### src/rtl/cpu_pkg.sv
// ============================================================================
// Module      : cpu_pkg
// Description : Shared CPU definitions: flag vector type and bit positions.
// Revision    : 1.0 - initial release
// ============================================================================
`default_nettype none

package cpu_pkg;

  typedef logic [3:0] flags_t;

  localparam int FLAG_N = 3;
  localparam int FLAG_Z = 2;
  localparam int FLAG_C = 1;
  localparam int FLAG_V = 0;

endpackage

`default_nettype wire

### src/rtl/or_16bit.sv
// ============================================================================
// Module      : or_16bit
// Description : 16-bit OR reduction; high when any input bit is set.
// Revision    : 1.0 - initial release
// ============================================================================
`default_nettype none

module or_16bit (
  input  logic [15:0] din,
  output logic        any_set
);

  assign any_set = |din;

endmodule

`default_nettype wire

### src/rtl/alu_flag_reg.sv
// ============================================================================
// Module      : alu_flag_reg
// Description : Two-stage ALU flag pipeline; S1 captures slice partials, S2
//               reduces them and commits {N,Z,C,V}.
// Revision    : 1.0 - initial release
// ============================================================================
`default_nettype none

module alu_flag_reg
  import cpu_pkg::*;
#(
  parameter int WIDTH = 64
) (
  input  logic             clk,
  input  logic             reset_n,
  input  logic             in_valid,
  input  logic             set_flags,
  input  logic [WIDTH-1:0] result,
  input  logic             carry_in,
  input  logic             ovf_in,
  input  logic             flush,
  output flags_t           flags,
  output logic             flags_busy,
  output logic             commit
);

  // WIDTH must be a multiple of 16 in the range 16..64.
  localparam int c_num_slices = WIDTH / 16;

  logic [c_num_slices-1:0] w_partial;
  logic                    w_load;
  logic                    w_s2_fire;
  flags_t                  w_s2_flags;

  logic                    r_s1_valid;
  logic [c_num_slices-1:0] r_s1_partial;
  logic                    r_s1_msb;
  logic                    r_s1_carry;
  logic                    r_s1_ovf;
  flags_t                  r_flags;
  logic                    r_commit;

  generate
    for (genvar gi = 0; gi < c_num_slices; gi++) begin : g_slice
      or_16bit u_or_16bit (
        .din     (result[gi*16 +: 16]),
        .any_set (w_partial[gi])
      );
    end
  endgenerate

  assign w_load    = in_valid & set_flags & ~flush;
  // Flush kills the op sitting in S1 as well as the one arriving now.
  assign w_s2_fire = r_s1_valid & ~flush;

  always_comb begin
    w_s2_flags         = '0;
    w_s2_flags[FLAG_N] = r_s1_msb;
    w_s2_flags[FLAG_Z] = ~(|r_s1_partial);
    w_s2_flags[FLAG_C] = r_s1_carry;
    w_s2_flags[FLAG_V] = r_s1_ovf;
  end

  always_ff @(posedge clk or negedge reset_n) begin
    if (!reset_n) begin
      r_s1_valid   <= 1'b0;
      r_s1_partial <= '0;
      r_s1_msb     <= 1'b0;
      r_s1_carry   <= 1'b0;
      r_s1_ovf     <= 1'b0;
      r_flags      <= '0;
      r_commit     <= 1'b0;
    end else begin
      r_s1_valid <= w_load;
      if (w_load) begin
        r_s1_partial <= w_partial;
        r_s1_msb     <= result[WIDTH-1];
        r_s1_carry   <= carry_in;
        r_s1_ovf     <= ovf_in;
      end
      r_commit <= w_s2_fire;
      if (w_s2_fire) begin
        r_flags <= w_s2_flags;
      end
    end
  end

  assign flags      = r_flags;
  assign commit     = r_commit;
  assign flags_busy = r_s1_valid | w_load;

endmodule

`default_nettype wire

### config.mk
export PLATFORM = sky130hd
export DESIGN_NAME = alu_flag_reg
export DESIGN_NICKNAME = d
export VERILOG_FILES = /design/src/rtl/cpu_pkg.sv /design/src/rtl/or_16bit.sv /design/src/rtl/alu_flag_reg.sv
export SDC_FILE = /design/constraint.sdc
export NUM_CORES = 1
export LEC_CHECK = 0
export CAP_MARGIN = 20
export CORE_UTILIZATION = 25
export DETAILED_ROUTE_END_ITERATION = 8
export GPL_ROUTABILITY_DRIVEN = 0
export PLACE_DENSITY = 0.79
export SETUP_SLACK_MARGIN = 0.05
export SYNTH_ARGS = -nofsm -noshare
export SYNTH_HDL_FRONTEND = slang
export SYNTH_SLANG_ARGS = --single-unit
### constraint.sdc
create_clock -name clk -period 1.7 [get_ports clk]
set_clock_uncertainty 0.15 [all_clocks]
set_input_delay 0.255 -clock clk [delete_from_list [all_inputs] [get_ports clk]]
set_output_delay 0.255 -clock clk [all_outputs]
set_load 0.02 [all_outputs]
Word level (Yosys, flattened, before mapping)
Index checks and enable logic that the tools add are counted.
- bitwise operators: 6
- reductions and logical operators: 5
- operators by type and width (operator ; count):
    $reduce_or 16->1 ; 4
    $reduce_or 4->1 ; 1
    $and 1x1->1 ; 3
    $not 1->1 ; 2
    $or 1x1->1 ; 1
- bits in registers: 13
- word-level logic and storage cells: 18

Longest topological paths before layout
- depth after elaboration: 3
- mapped depth: 4
- gate-level depth less buffers: 3

By module
From an unflattened synthesis, not the netlist that was laid out.
- cells, all modules: 50
- area total of the unflattened synthesis: 635.6 µm²
- by module, submodules not included (module ; instances ; cells each ; area an instance (µm²)):
    alu_flag_reg ; 1 ; 30 ; 510.5
    or_16bit ; 4 ; 5 ; 31.3

Worst setup path before layout
OpenSTA, ideal clock, no wires.
- kind: input to output
- from: input port flush
- to: output port flags_busy
- arrival: 0.822 ns
- setup slack: 0.473 ns
- stages: 3
- buffers on the path: 1
- cells stage by stage: nand3b_1 buf_2 nand2b_1
- longest elaborated chain between the ends: 3
- RTL lines (item ; RTL line ; source):
    start: declaration ; alu_flag_reg.sv:21 ; input logic flush,
    $not 1->1 ; alu_flag_reg.sv:52 ; assign w_load = in_valid & set_flags & ~flush;
    $and 1x1->1 ; alu_flag_reg.sv:52 ;
    $or 1x1->1 ; alu_flag_reg.sv:90 ; assign flags_busy = r_s1_valid | w_load;
    end: declaration ; alu_flag_reg.sv:23 ; output logic flags_busy,
Every way passes these cells.

Worst setup path after layout
- from: register r_flags[0], in the netlist flags[0]
- to: output port flags[0]
- RTL lines (item ; RTL line ; source):
    start: declaration ; alu_flag_reg.sv:40 ; flags_t r_flags;
    start signal: assignment ; alu_flag_reg.sv:83 ; r_flags <= w_s2_flags;
    end: declaration ; alu_flag_reg.sv:22 ; output flags_t flags,
No word-level cell between the ends.

==> metrics.txt <==
MaxCap Viol Count=0; Hold WS=~0.20 ns; worst endpoint data arrival time=about 1.2 ns; via count=roughly 800; synthesized area=between 600 and 700 µm²; syn nets=around 130; Clk pin slew, worst setup/hold paths=around 0.080 ns; Die X=a little over 50 µm; layer carrying the most global-route usage=met2; CP max-delay cell=clkdlybuf4s50_1; Max Slew Vio Count=0; Fmax=around 630 MHz; share of cells above drive strength 1=8.09%; largest net degree at the start of global routing=14; Residual DRC=0; worst skew pair latency=approximately 0.26 ns; CTS root buf=clkbuf_4; sequential area share after synthesis=roughly 53%; Fillers=~200; CP Capture Type=primary output; die area=2650 µm²; boundary pin count=77; final hold violations=0; final critical-path share of the clock period=a little over nine tenths; clock tree buffer depth=2; GR Overflow Total=0; Die Y=51.5 µm; Detail Route Antenna Nets=0; Mapped Cells=between 50 and 60; global router's overall resource usage=a little under a fifth; startpoint types=flop; reg2reg end=flags[2]; drt first-iter violations=0; R2R setup slack=about 0.47 ns; M2 GR Usage=around 34%; drt first pass iters=1; wire per inst=~13 µm; unrepaired setup endpoints after global routing=false; Initial Util=between 20% and 30%; maximum fanout along the worst path=2; TritonCTS clock tree=done; port bufs=76; Finish-stage setup viols=0; # H-tree levels=1; detailed-placement wirelength estimate=1870 µm; vias in the first global route=between 800 and 900; cells on worst reg2reg path=2; worst path bufs/invs=1; crit-path cells=clkdlybuf4s50_1; met3 Track Usage GR=between 5 and 6%; CTS Sinks=13; pwr dens=between 600 and 700 nW/µm²; Req. time, crit path=roughly 1.3 ns; Max stage delay on crit path=0.59 ns; Core ar.=approximately 2300 µm²; Yosys warning total=0; Syn Area/Cell=10.9 µm²; Area Overhead vs Synth=135%; Leak=roughly 0.00061 µW; total CTS buffers=3; most frequent cells in the layout=72 x clkdlybuf4s50_1, 16 x nor4_1, 13 x dfrtp_1, 6 x mux2_2, 5 x nand2_1; first-pass GRT wire length=about 3400 µm; Post-CTS Setup Bufs=0; final worst path period need=1.60 ns; Tightest Pin Transition=around 0.55 ns; commonest non-fill, non-tap cell in the layout=clkdlybuf4s50_1; Post-Route WL=about 2100 µm; FP Rows=17; Antenna Cells=0; initial antenna violation count=0; vias per cell=around 4.8; worst-case vdd ir drop=around 450 µV; Hold Path Class=input port to asynchronous set/reset pin; Synth Register Bits=13; Critical R2R Launch=r_s1_partial[3]; Layout Utilization=between 60% and 70%; CP Class=flop to primary output; GR Util met1=about 17%; count of cell types in the netlist=12; worst rel slew slack=a little over three fifths; outcome=finished clean; Nets=~210; cell family with most CP delay=buffers and inverters
where the power goes:
group	switching [µW]	internal, µW
sequential	24.7	365
combinational	99.4	224
clock	86.9	90.5
total	211	680
repair_timing:
action,CTS,global route
hold buffers,0,0
gates resized for setup,3,4
endpoints found under the hold margin,0,0
setup endpoints to repair,1,4
registers in the layout, summed over array words and instances, names as in the netlist:
| name | cells |
|---|---|
| r_s1_valid | 1 |
| flags | 4 |
| r_s1_ovf | 1 |
| r_s1_partial | 4 |
| r_s1_msb | 1 |
| commit | 1 |
| r_s1_carry | 1 |
through the flow:
stage	power (µW)	setup WS, ns	cells	cell area, µm²	TNS, ns
floorplan	488	0.473	56	612	0
global placement	718	-0.202	160	1410	-0.202
detailed placement	728	-0.264	160	1410	-0.264
CTS	908	0.0646	164	1440	0
global route	946	0.0557	164	1440	0
finish	891	0.105	164	1440	0
logic make-up (layout without fill, tap and decap cells):
logic type / after synthesis / after routing / share of synthesized area, %
AOI/OAI and AO/OA: 5 / 5 / 4.09
buffers and inverters: 3 / 83 / 2.04
muxes: 6 / 6 / 11.0
DFF: 13 / 13 / 53.2
and+or+nand+nor: 29 / 29 / 29.7
worst max path at each step:
stage                     startpoint         end  cells after the start
after floorplan                flush  flags_busy                      3
after global placement         flush  flags_busy                      4
after detailed placement       flush  flags_busy                      4
after CTS                   flags[3]    flags[3]                      1
after global routing        flags[0]    flags[0]                      1
final                       flags[0]    flags[0]                      1
synthesized netlist by cell type, drive strengths merged:
library cell,number,area [µm²]
nand2,5,18.8
inv,2,7.51
mux2,6,67.6
nand3b,1,7.51
or4,1,7.51
nand2b,2,12.5
buf,1,5.00
nor4,16,100
and4,4,35.0
dfrtp,13,325
o21ai,5,25.0
cell type report:
type                    count  area, µm²  area share (%)
repair buffers             77        771            53.6
flip-flops and latches     13        325            22.6
multi-input cells          40        274            19.0
well taps                  28       35.0            2.43
clock buffers               4       26.3            1.83
inverters                   2       7.51           0.522
metal layers:
| metal | share of wire, % | vias up |
|---|---|---|
| met5 | 0 | - |
| met4 | 6.3 | 0 |
| met3 | 8.8 | 10 |
| met2 | 54 | 49 |
| met1 | 31 | 345 |
| li1 | - | 385 |
No activity file was read; power rests on OpenSTA's default activity.
